**src/rtl/math_game_pkg.sv**
```systemverilog
// Shared types and constants for the math-game round sequencer.
// Holds the FSM state encoding, operation codes and timer limits.
package math_game_pkg;

  typedef enum logic [2:0] {
    S_IDLE      = 3'd0,
    S_FETCH_A   = 3'd1,
    S_FETCH_B   = 3'd2,
    S_ORDER     = 3'd3,
    S_WAIT_ANS  = 3'd4,
    S_JUDGE     = 3'd5,
    S_GAME_OVER = 3'd6
  } state_e;

  localparam logic OP_ADD = 1'b0;
  localparam logic OP_SUB = 1'b1;

  localparam int unsigned TIMER_W = 4;
  localparam logic [TIMER_W-1:0] RELOAD_MIN = 4'd3;

  // One step shorter per speed-up, never below the floor.
  function automatic logic [TIMER_W-1:0] reload_step_down(input logic [TIMER_W-1:0] cur);
    return (cur > RELOAD_MIN) ? cur - 4'd1 : RELOAD_MIN;
  endfunction

endpackage

```
**src/rtl/round_countdown.sv**
```systemverilog
// Per-round seconds countdown: load wins over tick, and expire flags the tick
// that would take the count from 1 to 0.
module round_countdown
  import math_game_pkg::*;
(
  input  logic               clk,
  input  logic               rst,
  input  logic               load,
  input  logic               tick,
  input  logic [TIMER_W-1:0] reload,
  output logic [TIMER_W-1:0] timer_sec,
  output logic               expire
);

  always_ff @(posedge clk) begin
    if (!rst) begin
      timer_sec <= '0;
    end else if (load) begin
      timer_sec <= reload;
    end else if (tick && (timer_sec != '0)) begin
      timer_sec <= timer_sec - 4'd1;
    end
  end

  assign expire = tick && !load && (timer_sec == 4'd1);

endmodule

```
**src/rtl/game_round_sequencer.sv**
```systemverilog
// Math-game session sequencer: fetches two RNG operands, runs the round countdown,
// judges the answer and tracks score/lives. Optional macro STREAK_SPEEDUP_EN.
module game_round_sequencer
  import math_game_pkg::*;
#(
  parameter int unsigned OPW     = 4,
  parameter int unsigned ANS_W   = 5,
  parameter int unsigned TIME_S  = 10,
  parameter int unsigned LIVES   = 3,
  parameter int unsigned SCORE_W = 8
) (
  input  logic               clk,
  input  logic               rst,
  input  logic               start,
  input  logic               abort,
  input  logic               op_sel,
  input  logic               no_borrow,
  input  logic               rng_ack,
  input  logic [OPW-1:0]     rng_data,
  input  logic               tick_1s,
  input  logic               answer_valid,
  input  logic [ANS_W-1:0]   answer,
  output logic               rng_req,
  output logic [OPW-1:0]     operand_a,
  output logic [OPW-1:0]     operand_b,
  output logic [3:0]         timer_sec,
  output logic [SCORE_W-1:0] score,
  output logic [2:0]         lives,
  output logic               correct,
  output logic               wrong,
  output logic               busy,
  output logic               game_over
);

  state_e             state;
  logic [ANS_W-1:0]   expected;
  logic [TIMER_W-1:0] reload;
  logic               cd_load;
  logic               cd_tick;
  logic               cd_expire;

  logic               do_swap;
  logic [OPW-1:0]     ord_a;
  logic [OPW-1:0]     ord_b;
  logic [ANS_W-1:0]   exp_next;
  logic               answer_ok;
  logic [SCORE_W-1:0] score_inc;
  logic [2:0]         lives_dec;

  assign cd_load = (state == S_ORDER);
  assign cd_tick = tick_1s && (state == S_WAIT_ANS);

  round_countdown u_round_countdown (
    .clk       (clk),
    .rst       (rst),
    .load      (cd_load),
    .tick      (cd_tick),
    .reload    (reload),
    .timer_sec (timer_sec),
    .expire    (cd_expire)
  );

  always_comb begin
    do_swap  = (op_sel == OP_SUB) && no_borrow && (operand_a < operand_b);
    ord_a    = do_swap ? operand_b : operand_a;
    ord_b    = do_swap ? operand_a : operand_b;
    exp_next = (op_sel == OP_SUB) ? (ANS_W'(ord_a) - ANS_W'(ord_b))
                                  : (ANS_W'(ord_a) + ANS_W'(ord_b));
  end

  assign answer_ok = (answer == expected);
  assign score_inc = (score == {SCORE_W{1'b1}}) ? score : score + SCORE_W'(1);
  assign lives_dec = lives - 3'd1;

`ifdef STREAK_SPEEDUP_EN
  logic [2:0]         streak;
  logic [2:0]         streak_inc;
  logic [TIMER_W-1:0] reload_q;
  logic               judge_fire;
  logic               judge_right;
  logic               start_ok;

  assign streak_inc  = streak + 3'd1;
  assign start_ok    = start && ((state == S_IDLE) || (state == S_GAME_OVER));
  assign judge_fire  = (state == S_WAIT_ANS) && (answer_valid || cd_expire);
  assign judge_right = answer_valid && answer_ok;

  // Counter wraps at 8, so its low two bits hitting zero marks every 4th in a row.
  always_ff @(posedge clk) begin
    if (!rst) begin
      streak   <= '0;
      reload_q <= TIMER_W'(TIME_S);
    end else if (!abort) begin
      if (start_ok) begin
        reload_q <= TIMER_W'(TIME_S);
      end else if (judge_fire) begin
        if (judge_right) begin
          streak <= streak_inc;
          if (streak_inc[1:0] == 2'b00) begin
            reload_q <= reload_step_down(reload_q);
          end
        end else begin
          streak   <= '0;
          reload_q <= TIMER_W'(TIME_S);
        end
      end
    end
  end

  assign reload = reload_q;
`else
  assign reload = TIMER_W'(TIME_S);
`endif

  always_ff @(posedge clk) begin
    if (!rst) begin
      state     <= S_IDLE;
      rng_req   <= 1'b0;
      operand_a <= '0;
      operand_b <= '0;
      expected  <= '0;
      score     <= '0;
      lives     <= '0;
      correct   <= 1'b0;
      wrong     <= 1'b0;
      busy      <= 1'b0;
      game_over <= 1'b0;
    end else begin
      correct <= 1'b0;
      wrong   <= 1'b0;
      if (abort) begin
        state     <= S_IDLE;
        rng_req   <= 1'b0;
        busy      <= 1'b0;
        game_over <= 1'b0;
      end else begin
        unique case (state)
          S_IDLE, S_GAME_OVER: begin
            if (start) begin
              score     <= '0;
              lives     <= 3'(LIVES);
              state     <= S_FETCH_A;
              rng_req   <= 1'b1;
              busy      <= 1'b1;
              game_over <= 1'b0;
            end
          end
          // rng_req low inside a fetch state means the operand is already captured.
          S_FETCH_A: begin
            if (rng_req) begin
              if (rng_ack) begin
                operand_a <= rng_data;
                rng_req   <= 1'b0;
              end
            end else begin
              state   <= S_FETCH_B;
              rng_req <= 1'b1;
            end
          end
          S_FETCH_B: begin
            if (rng_req) begin
              if (rng_ack) begin
                operand_b <= rng_data;
                rng_req   <= 1'b0;
              end
            end else begin
              state <= S_ORDER;
            end
          end
          S_ORDER: begin
            operand_a <= ord_a;
            operand_b <= ord_b;
            expected  <= exp_next;
            state     <= S_WAIT_ANS;
          end
          S_WAIT_ANS: begin
            if (answer_valid) begin
              state <= S_JUDGE;
              if (answer_ok) begin
                correct <= 1'b1;
                score   <= score_inc;
              end else begin
                wrong <= 1'b1;
                lives <= lives_dec;
              end
            end else if (cd_expire) begin
              state <= S_JUDGE;
              wrong <= 1'b1;
              lives <= lives_dec;
            end
          end
          S_JUDGE: begin
            if (lives == 3'd0) begin
              state     <= S_GAME_OVER;
              busy      <= 1'b0;
              game_over <= 1'b1;
            end else begin
              state   <= S_FETCH_A;
              rng_req <= 1'b1;
            end
          end
          default: state <= S_IDLE;
        endcase
      end
    end
  end

endmodule

```
**config.mk**
```make
export PLATFORM = sky130hd
export DESIGN_NAME = game_round_sequencer
export DESIGN_NICKNAME = d
export VERILOG_FILES = /design/src/rtl/math_game_pkg.sv /design/src/rtl/round_countdown.sv /design/src/rtl/game_round_sequencer.sv
export SDC_FILE = /design/constraint.sdc
export NUM_CORES = 1
export LEC_CHECK = 0
export BUFFER_PORTS_ARGS = -buffer_cell sky130_fd_sc_hd__buf_2
export CAP_MARGIN = 20
export CORE_ASPECT_RATIO = 1.1
export CORE_MARGIN = 5
export CORE_UTILIZATION = 33
export CTS_BUF_LIST = sky130_fd_sc_hd__clkbuf_4 sky130_fd_sc_hd__clkbuf_8
export CTS_CLUSTER_DIAMETER = 150
export DETAILED_ROUTE_END_ITERATION = 8
export SYNTH_ARGS = -nofsm -noshare
export SYNTH_HDL_FRONTEND = slang
export SYNTH_SLANG_ARGS = --single-unit
export TNS_END_PERCENT = 50
```
**constraint.sdc**
```tcl
create_clock -name clk -period 6.02 [get_ports clk]
set_input_delay 1.505 -clock clk [delete_from_list [all_inputs] [get_ports clk]]
set_output_delay 1.505 -clock clk [all_outputs]
set_load 0.03 [all_outputs]
```
==> run_results.csv <==
group,metric,value,unit
clocking,clock_input_transition_at_the_sequential_cells_of_the_worst_setup_and_hold_paths,70,ps
synthesis,synth-main-ff-cell,"sky130_fd_sc_hd__dfxtp_1",
global_routing,groute.usage.overall,13.6,%
cells_and_area,area_growth,14.7,%
route,post_drt_wl_per_cell,14.6,microns
route,ant_nets,0,
clocking,cts_sinks,36,
synthesis,synth_fa_ha_area_share,7.54,%
timing,fin_skew,6.28,ps
timing,setup_viol_count_final,0,
clocking,post_cts_resize_count,0,
pwr,powerDensity,176,nW/um^2
synthesis,synth_most_common_cell,"sky130_fd_sc_hd__dfxtp_1",
pwr,leakage_dissipation,1.04,nW
cells_and_area,number_of_fillers_in_the_final_layout,746,
timing,rsz0062_at_grt,"no",
clocking,clock-root-buffer,"sky130_fd_sc_hd__clkbuf_8",
run,max_cap_violations,0,
die,ioPinCount,46,
die,die_width,91.4,microns
synthesis,post_synth_mux_area_share,0.832,%
die,floorplan.rows,32,
route,detail_route.vias_per_cell,5.53,
global_routing,vias_in_the_first_global_route,2182,
timing,timing.final.crit_share,59.8,%
placement,port_buffers,45,
clocking,cts_inserted_buffers,5,
global_routing,globalRouteOverflowTotal,0,
placement,globalplace.congestion,0.875,
critical_path,crit_path_start_kind,"primary input",
global_routing,antenna_violations_before_repair,0,
clocking,clk_path_buf_depth,2,
clocking,cts_htree_levels,2,
cells_and_area,final_area,2760,sq um
synthesis,post_synth_most_frequent_cells,"sky130_fd_sc_hd__dfxtp_1 (36), sky130_fd_sc_hd__a21oi_1 (27), sky130_fd_sc_hd__nand2_1 (20), sky130_fd_sc_hd__inv_1 (19), sky130_fd_sc_hd__nor2_1 (15)",
critical_path,r2r-start,"operand_b[1]",
synthesis,synth_area_per_cell,8.16,sq um
clocking,cts_hold_buf,0,
synthesis,synth_simple_gate_area_share,25.0,%
cells_and_area,fraction_of_final_layout_cells_sized_beyond_drive_strength_1,19.8,%
synthesis,synth_compound_gate_area_share,25.4,%
synthesis,syn_nets,326,
synthesis,synth_top_family_by_area,"compound AO/OA/AOI/OAI gates",
die,die_area,9100,sq um
synthesis,unique_masters_post_synth,57,
timing,tightest_slew,930,ps
critical_path,worst-setup-path-type,"in2reg",
route,vias,2316,
route,postRouteWirelength,6110,microns
clocking,cts_tree,"built",
synthesis,postSynth.asyncResetShare,0,%
synthesis,synth-seq-cells,36,
timing,fin_setup_tns,0,ps
pwr,peakVddDrop,0.0000812,V
cells_and_area,antenna_cells_inserted,0,
timing,maxSlewHeadroom,37.7,%
critical_path,data_arrival_time_at_the_worst_slack_endpoint,3800,ps
die,core_region_area,7050,sq um
placement,dpl-instance-area,2660,sq um
global_routing,grt_pass1_wl,10400,microns
synthesis,synth_top_cells_by_area,"sky130_fd_sc_hd__dfxtp_1 (30%), sky130_fd_sc_hd__ha_1 (6.2%), sky130_fd_sc_hd__a21oi_1 (5.6%)",
critical_path,cp_max_fo,14,
cells_and_area,post-route-util,39.2,%
placement,dpl.hpwl,4680,microns
critical_path,worst_setup_path_end_kind,"flop",
global_routing,largest_net_degree_at_the_start_of_global_routing,24,
clocking,cts.repair_timing.setup_buffer_count,0,
worst_hold_path,min_from,"busy",
pwr,power.total,486,uW
run_status,outcome,"complete, no violations",
synthesis,synth_top_cell_area_share,30.0,%
worst_hold_path,min-delay-path-class,"reg2reg",
synthesis,postSynthCellCount,295,
synthesis,synth_edf_count,0,
route,firstDrtPassIters,4,
die,fp.dieH,99.6,microns
critical_path,worst-endpoint-required,6220,ps
die,initial_utilization,34.1,%
timing,max_clock_freq,278,MHz
synthesis,xor_xnor_fraction_of_synth_area,5.10,%
synthesis,synth-warning-count,0,
route,drt_drc_violations_left,0,
cells_and_area,finish.net_count,364,
route,initialDrtViolationCount,94,
timing,final_hold_viol_count,0,
clocking,clock_latency,280,ps
synthesis,post_synth_instance_area,2410,sq um
synthesis,synth_area_leader_cell,"sky130_fd_sc_hd__dfxtp_1",
timing,final-max-slew-violation-count,0,
synthesis,post_synthesis_sequential_area_ratio,30.0,%
timing,final.min_clock_period,3600,ps
critical_path,startpoint,"op_sel",
## path summary, 6_finish.rpt
path | to | slack, ps | depth (start not counted)
max reg2reg | expected[3] | 2530 | 12
max | expected[3] | 2420 | 10
min reg2reg | busy | 460 | 2
min | busy | 460 | 2
## final cells by class
cell class | count | area, sq um | area share, %
Multi-Input combinational cell | 226 | 1540 | 55.7
Sequential cell | 36 | 721 | 26.1
Timing Repair Buffer | 45 | 225 | 8.16
Tap cell | 85 | 106 | 3.85
Clock buffer | 8 | 97.6 | 3.54
Inverter | 19 | 71.3 | 2.59
## registers in the layout (all words and copies together) (netlist names)
register	count
lives	3
u_round_countdown.timer_sec	4
busy	1
state	3
rng_req	1
operand_a	4
expected	5
correct	1
operand_b	4
score	8
game_over	1
wrong	1
## cell families (layout without fill, tap and decap cells)
| kind of cell | count (synthesis) | after routing |
|---|---|---|
| multiplexers | 2 | 2 |
| XOR/XNOR | 14 | 14 |
| flip-flops | 36 | 36 |
| AO/OA/AOI/OAI | 90 | 90 |
| AND/OR/NAND/NOR | 106 | 106 |
| adder cells (fa/ha/maj) | 14 | 14 |
| buffers and inverters | 33 | 72 |
## per-stage QoR
stage	worst slack (ps)	std cells	hold slack, ps
floorplan	2650	295	462
global placement	2280	411	445
detailed placement	2170	411	460
CTS	2450	419	471
global route	2180	419	523
finish	2420	419	463
## worst max-delay path, cell delays in order
cell and delay (ps):
sky130_fd_sc_hd__buf_2 140, sky130_fd_sc_hd__and4b_1 510, sky130_fd_sc_hd__nand2_1 260, sky130_fd_sc_hd__a211oi_1 330
sky130_fd_sc_hd__xor2_1 220, sky130_fd_sc_hd__ha_1 290, sky130_fd_sc_hd__nand2b_1 170, sky130_fd_sc_hd__nor3_1 150
sky130_fd_sc_hd__nand4b_1 120, sky130_fd_sc_hd__o2111ai_1 100
## report_power, final
group / switching [mW] / total, mW / internal [mW]
clock: 0.0843 / 0.187 / 0.102
sequential: 0.00507 / 0.246 / 0.241
combinational: 0.0343 / 0.0532 / 0.0190
total: 0.124 / 0.486 / 0.362
## per-layer routing
layer	routed length, microns	vias up	part of all wire (%)	track usage, %
met5	0	-	0	0
li1	-	1180	-	-
met2	2910	71	48	22.4
met3	315	7	5.2	2.80
met4	74	0	1.2	3.84
met1	2810	1058	46	17.9
## cell usage in the layout (no fill, tap or decap), types with 4 or more instances in the layout
master / count
sky130_fd_sc_hd__buf_2: 45
sky130_fd_sc_hd__dfxtp_1: 36
sky130_fd_sc_hd__a21oi_1: 27
sky130_fd_sc_hd__nand2_1: 20
sky130_fd_sc_hd__inv_1: 19
sky130_fd_sc_hd__nor2_1: 15
sky130_fd_sc_hd__nand3_1: 14
sky130_fd_sc_hd__ha_1: 12
sky130_fd_sc_hd__o21ai_0: 11
sky130_fd_sc_hd__a211oi_1: 11
sky130_fd_sc_hd__xnor2_1: 9
sky130_fd_sc_hd__nand2b_1: 9
sky130_fd_sc_hd__nor3_1: 8
sky130_fd_sc_hd__nand4_1: 7
sky130_fd_sc_hd__a31oi_1: 6
sky130_fd_sc_hd__clkbuf_8: 6
sky130_fd_sc_hd__xor2_1: 5
sky130_fd_sc_hd__or4_1: 5
sky130_fd_sc_hd__o32ai_1: 5
sky130_fd_sc_hd__o211ai_1: 4
sky130_fd_sc_hd__a21o_1: 4
sky130_fd_sc_hd__a311oi_1: 4
sky130_fd_sc_hd__and3_1: 4
sky130_fd_sc_hd__o31ai_1: 4
Note: power is estimated with default switching activity, not from simulation.
